==> src/rtl/uart_mmio_pkg.sv <==
// Shared register map, status/control bit positions and TX sequencer states
// for the memory-mapped UART controller.
package uart_mmio_pkg;

    localparam logic [1:0] ADDR_DATA   = 2'd0;
    localparam logic [1:0] ADDR_STATUS = 2'd1;
    localparam logic [1:0] ADDR_CTRL   = 2'd2;

    localparam int ST_TX_FULL    = 0;
    localparam int ST_TX_EMPTY   = 1;
    localparam int ST_HOLD_VALID = 2;
    localparam int ST_RX_OVERRUN = 3;
    localparam int ST_TX_BUSY    = 4;
    localparam int ST_TX_DROP    = 5;
    localparam int ST_TX_ACTIVE  = 6;
    localparam int ST_W          = 7;

    localparam int CTRL_RX_IE = 0;
    localparam int CTRL_TX_IE = 1;

    typedef enum logic [1:0] {
        TX_IDLE  = 2'd0,
        TX_ISSUE = 2'd1,
        TX_GUARD = 2'd2,
        TX_DRAIN = 2'd3
    } tx_state_e;

endpackage

==> src/rtl/sync_fifo.sv <==
// Single-clock FIFO with first-word fall-through read port.
// A push into a full FIFO is accepted only when a pop frees a slot in the same cycle.
module sync_fifo #(
    parameter int WIDTH = 8,
    parameter int DEPTH = 8
) (
    input  logic             clk,
    input  logic             rst,
    input  logic             push,
    input  logic [WIDTH-1:0] wdata,
    input  logic             pop,
    output logic [WIDTH-1:0] rdata,
    output logic             full,
    output logic             empty
);

    localparam int AW = $clog2(DEPTH);

    logic [WIDTH-1:0] mem [DEPTH];
    logic [AW-1:0]    wr_ptr;
    logic [AW-1:0]    rd_ptr;
    logic [AW:0]      count;
    logic             do_push;
    logic             do_pop;

    assign do_pop  = pop && !empty;
    assign do_push = push && (!full || do_pop);
    assign full    = (count == (AW+1)'(DEPTH));
    assign empty   = (count == '0);
    assign rdata   = mem[rd_ptr];

    always_ff @(posedge clk) begin
        if (rst) begin
            wr_ptr <= '0;
            rd_ptr <= '0;
            count  <= '0;
        end else begin
            if (do_push) wr_ptr <= wr_ptr + 1'b1;
            if (do_pop)  rd_ptr <= rd_ptr + 1'b1;
            if (do_push && !do_pop)
                count <= count + 1'b1;
            else if (do_pop && !do_push)
                count <= count - 1'b1;
        end
    end

    always_ff @(posedge clk) begin
        if (do_push) mem[wr_ptr] <= wdata;
    end

endmodule

==> src/rtl/uart_mmio_ctrl.sv <==
// CPU-facing UART controller: TX FIFO with issue/guard/drain sequencer, one-byte
// RX holding register, sticky error bits and a level interrupt.
module uart_mmio_ctrl
    import uart_mmio_pkg::*;
#(
    parameter int TX_DEPTH = 8
) (
    input  logic        clk,
    input  logic        rst,
    input  logic [1:0]  bus_addr,
    input  logic [31:0] bus_wdata,
    input  logic        bus_we,
    input  logic        bus_re,
    output logic [31:0] bus_rdata,
    output logic        irq,
    output logic [7:0]  tx_data,
    output logic        tx_we,
    input  logic        tx_busy,
    input  logic [7:0]  rx_data,
    input  logic        rx_valid,
    output logic        rx_re
);

    tx_state_e      state;
    logic           fifo_full;
    logic           fifo_empty;
    logic           fifo_pop;
    logic [7:0]     fifo_head;
    logic [7:0]     hold;
    logic           hold_valid;
    logic           rx_overrun;
    logic           tx_drop;
    logic           rx_ie;
    logic           tx_ie;
    logic [ST_W-1:0] status_bits;

    logic wr_data, wr_status, wr_ctrl, rd_data;
    logic capture, overrun_evt, drop_evt;
    logic unused_wdata;

    assign wr_data   = bus_we && (bus_addr == ADDR_DATA)   && !rst;
    assign wr_status = bus_we && (bus_addr == ADDR_STATUS) && !rst;
    assign wr_ctrl   = bus_we && (bus_addr == ADDR_CTRL)   && !rst;
    assign rd_data   = bus_re && (bus_addr == ADDR_DATA)   && !rst;

    // rx_re still high means the UART has not yet retired the byte we just took
    assign capture     = rx_valid && !rx_re;
    assign overrun_evt = capture && hold_valid && !rd_data;
    assign fifo_pop    = (state == TX_ISSUE);
    assign drop_evt    = wr_data && fifo_full && !fifo_pop;

    assign unused_wdata = ^bus_wdata[31:8];

    sync_fifo #(
        .WIDTH (8),
        .DEPTH (TX_DEPTH)
    ) u_tx_fifo (
        .clk   (clk),
        .rst   (rst),
        .push  (wr_data),
        .wdata (bus_wdata[7:0]),
        .pop   (fifo_pop),
        .rdata (fifo_head),
        .full  (fifo_full),
        .empty (fifo_empty)
    );

    always_comb begin
        status_bits                = '0;
        status_bits[ST_TX_FULL]    = fifo_full;
        status_bits[ST_TX_EMPTY]   = fifo_empty;
        status_bits[ST_HOLD_VALID] = hold_valid;
        status_bits[ST_RX_OVERRUN] = rx_overrun;
        status_bits[ST_TX_BUSY]    = tx_busy;
        status_bits[ST_TX_DROP]    = tx_drop;
        status_bits[ST_TX_ACTIVE]  = (state != TX_IDLE);
    end

    always_comb begin
        bus_rdata = '0;
        case (bus_addr)
            ADDR_DATA:   if (hold_valid) bus_rdata = {24'b0, hold};
            ADDR_STATUS: bus_rdata = {{(32-ST_W){1'b0}}, status_bits};
            ADDR_CTRL:   bus_rdata = {30'b0, tx_ie, rx_ie};
            default:     bus_rdata = '0;
        endcase
    end

    always_ff @(posedge clk) begin
        if (rst) begin
            state      <= TX_IDLE;
            tx_we      <= 1'b0;
            tx_data    <= '0;
            rx_re      <= 1'b0;
            hold       <= '0;
            hold_valid <= 1'b0;
            rx_overrun <= 1'b0;
            tx_drop    <= 1'b0;
            rx_ie      <= 1'b0;
            tx_ie      <= 1'b0;
            irq        <= 1'b0;
        end else begin
            tx_we <= 1'b0;
            case (state)
                TX_IDLE: begin
                    if (!fifo_empty && !tx_busy) begin
                        state   <= TX_ISSUE;
                        tx_we   <= 1'b1;
                        tx_data <= fifo_head;
                    end
                end
                TX_ISSUE: state <= TX_GUARD;
                TX_GUARD: state <= TX_DRAIN;
                TX_DRAIN: if (!tx_busy) state <= TX_IDLE;
                default:  state <= TX_IDLE;
            endcase

            rx_re <= capture;
            if (capture) begin
                hold       <= rx_data;
                hold_valid <= 1'b1;
            end else if (rd_data) begin
                hold_valid <= 1'b0;
            end

            // set events take priority over write-1-to-clear
            if (overrun_evt)
                rx_overrun <= 1'b1;
            else if (wr_status && bus_wdata[ST_RX_OVERRUN])
                rx_overrun <= 1'b0;

            if (drop_evt)
                tx_drop <= 1'b1;
            else if (wr_status && bus_wdata[ST_TX_DROP])
                tx_drop <= 1'b0;

            if (wr_ctrl) begin
                rx_ie <= bus_wdata[CTRL_RX_IE];
                tx_ie <= bus_wdata[CTRL_TX_IE];
            end

            irq <= (rx_ie && hold_valid) || (tx_ie && fifo_empty && (state == TX_IDLE));
        end
    end

endmodule
==> config.mk <==
export PLATFORM = sky130hd
export DESIGN_NAME = uart_mmio_ctrl
export DESIGN_NICKNAME = d
export VERILOG_FILES = /design/src/rtl/uart_mmio_pkg.sv /design/src/rtl/sync_fifo.sv /design/src/rtl/uart_mmio_ctrl.sv
export SDC_FILE = /design/constraint.sdc
export NUM_CORES = 1
export LEC_CHECK = 0
export CAP_MARGIN = 20
export CORE_MARGIN = 2
export CORE_UTILIZATION = 30
export DETAILED_ROUTE_END_ITERATION = 10
export RECOVER_POWER = 100
export SLEW_MARGIN = 20
export SYNTH_ARGS = -nofsm -noshare
export SYNTH_HDL_FRONTEND = slang
export SYNTH_HIERARCHICAL = 1
export SYNTH_SLANG_ARGS = --single-unit
export TNS_END_PERCENT = 50
==> constraint.sdc <==
create_clock -name clk -period 7.5 [get_ports clk]
set_input_delay 1.5 -clock clk [delete_from_list [all_inputs] [get_ports clk]]
set_output_delay 1.5 -clock clk [all_outputs]
set_load 0.01 [all_outputs]
==> run summary <==
Status = finished with violations
Failing checks = max-capacitance violations, max-slew violations
WL final = 8880 µm
Crit path largest cell delay = 1.43 ns
Maximum vdd drop = 0.120 mV
Leakage power = 1.81 nW
Post-synth ARST share = 0
Worst setup startpoint = rst
Yosys top cell area share = 0.432
Min Tclk post-route = 5.66 ns
Largest net degree at the start of global routing = 42
Worst setup SP type = input port
Fillers = 1410
CTS clock-pin slew for the worst setup and hold paths = 0.07 ns
Die X-Extent = 126 µm
Most area-hungry cell type in the Yosys netlist = edfxtp_1
Min-delay src = hold[0]$_SDFFE_PP0P_
Synth-to-layout area growth = 17.1%
Share of layout cells above drive strength 1 = 0.125
Vias in the first global route = 2586
Synth unique cells = 42
Most common cell after layout, fill and taps aside = edfxtp_1
Post-synth EDFFs = 64
Gate Count Post-Synth = 331
CTS buffer count = 9
Fmax = 0.177 GHz
Crit path required time = 7.73 ns
Drt first pass iters = 4
Warnings from Yosys = 6
Crit-path cells = dlygate4sd3_1 > clkbuf_1 > nor4b_1 > o21ai_0 > clkinv_1 > ha_1 > inv_1 > ha_1 > a21oi_1 > a211oi_1 > a31oi_1 > mux2_2
Syn avg cell area = 13.4 µm²
1st-iter DRT viols = 189
Setup Viol. Count Final = 0
DP HPWL = 5630 µm
Max cap viols = 5
Setup Buffers After CTS = 0
Critical path class = input port to flip-flop
CP endpoint kind = flip-flop
Total grt overflow = 0
Worst EP arrival = 5.89 ns
Worst R2R Start = u_tx_fifo/count[1]$_SDFFE_PP0P_
Gr usage total = 0.114
Initial Util = 0.307
PD cells = 262 nW/µm²
TNS Setup = 0 ns
Input/output buffers = 42
Final hold violations = 0
Nets = 428
IO Pins = 91
Sequential share of the synthesized area = 0.608
Vias/cell = 4.63
CTS Root Cell = clkbuf_16
Ys flop type = edfxtp_1
Maximum net fanout on the critical path = 41
Post-route clock period utilization = 0.755
Vias = 2586
DIE AREA = 15800 µm²
Worst rel slew slack = -0.344
CTS tree = yes
Path category of the worst min-delay check = flip-flop to flip-flop
PostCTS Resize Cnt = 0
DRC violations left = 0
Worst-Margin Slew = 2.02 ns
Synth top area cells = edfxtp_1 43%, dfxtp_1 18%, mux4_2 8.1%, buf_4 4.1%, nand2_1 2.6%
Clock skew = 0.00660 ns
Core area = 14500 µm²
Antenna viol nets, final = 0
CTS sink count = 103
Ant. Diodes = 0
Final Slew Violations = 70
Placed cell count = 543
First-pass GRT wire length = 13700 µm
Cell mode on critical path = ha_1
Worst-skew pair later-pin latency = 0.34 ns
Final Wtd Congestion = 0.723
Yosys reg bits = 103
Initial antenna violation count = 0
Most frequent cells in the layout = 64 x edfxtp_1, 39 x dfxtp_1, 31 x nand2_1, 29 x nor2_1, 28 x dlygate4sd3_1
H-tree lvl count = 3
Cell Rows = 44
Die Height = 126 µm
Hold-fix buffers at CTS = 0
Max Root-Sink Buffers = 2
Max stage delay cell, worst path = clkbuf_1
Finished Layout Cells = 559
Routed wire per std cell = 15.9 µm
Syn Std Cell Area = 4440 µm²
Unrepaired setup endpoints after global routing = no
[final cells by class]
type,instances,area [µm²],share of cell area
multi-input combinational,203,1510,0.290
clock inverter,6,53.8,0.0103
tap,184,230,0.0442
inverter,7,26.3,0.00505
sequential,103,2700,0.519
timing repair buffer,46,443,0.0851
clock buffer,10,239,0.0459
[stage by stage]
| step | setup WS [ns] | util | hold WS, ns | power [mW] | area, µm² |
|---|---|---|---|---|---|
| final | 1.84 | 0.360 | 0.457 | 1.36 | 5210 |
| after detailed placement | 2.49 | 0.342 | 0.446 | 0.935 | 4960 |
| after floorplan | 3.79 | - | 0.432 | 0.859 | 4530 |
| after global placement | 2.48 | 0.342 | 0.444 | 0.926 | 4960 |
| after CTS | 2.47 | 0.363 | 0.456 | 1.39 | 5250 |
| after global routing | 1.47 | 0.360 | 0.466 | 1.43 | 5210 |
[report_power, final]
| part | internal, mW | switching (mW) | leakage (nW) |
|---|---|---|---|
| Sequential | 0.630 | 0.0274 | 0.893 |
| Combinational | 0.125 | 0.128 | 0.777 |
| Clock | 0.239 | 0.214 | 0.141 |
[registers in the layout, summed over array words and instances (netlist names), 2 cells and up, named ones only]
name and count:
u_tx_fifo/rd_ptr 3, u_tx_fifo/wr_ptr 3, u_tx_fifo/count 4, u_tx_fifo/mem 64, state 2, tx_data 8, hold 8
[routing by layer]
layer	vias up	part of all wire	global-route usage	wire length, µm
met5	-	0	0	0
met4	0	0.016	0.0405	146
met3	11	0.044	0.0387	394
met2	67	0.48	0.182	4290
met1	1277	0.46	0.145	4050
li1	1231	-	-	-
[final timing paths]
check                           cells after the start  slack (ns)                               to
worst max-delay path                               12        1.84  u_tx_fifo/count[3]$_SDFFE_PP0P_
worst min-delay path                                2        0.46             hold[0]$_SDFFE_PP0P_
worst max register to register                     10        4.08  u_tx_fifo/count[3]$_SDFFE_PP0P_
worst min register to register                      2        0.46             hold[0]$_SDFFE_PP0P_
[synth_stat cells, types with 4 or more instances]
master,n
a21oi_1,20
nor3_1,5
nor2b_1,4
nor2_1,29
mux2_2,10
buf_4,24
mux2i_1,10
edfxtp_1,64
nand3b_1,7
ha_1,9
mux4_2,16
nand2_1,31
inv_1,6
buf_2,11
dfxtp_1,39
[critical path, delay by kind of cell]
kind / cells / cell delay (ns)
compound gates: 4 / 0.84
fa+ha+maj: 2 / 0.58
buf+inv: 4 / 2.38
mux: 1 / 0.35
simple gates: 1 / 0.23
[kinds of logic (layout without fill, tap and decap cells)]
group,Yosys count,count (layout),share of synthesized area
compound gates,33,33,0.0467
xor+xnor,6,6,0.0118
simple gates,94,94,0.106
other cells,1,24,0.000844
flops,103,103,0.608
buf+inv,48,69,0.0673
mux,36,36,0.129
fa+ha+maj,10,10,0.0298
(Power assumes the default switching activity.)
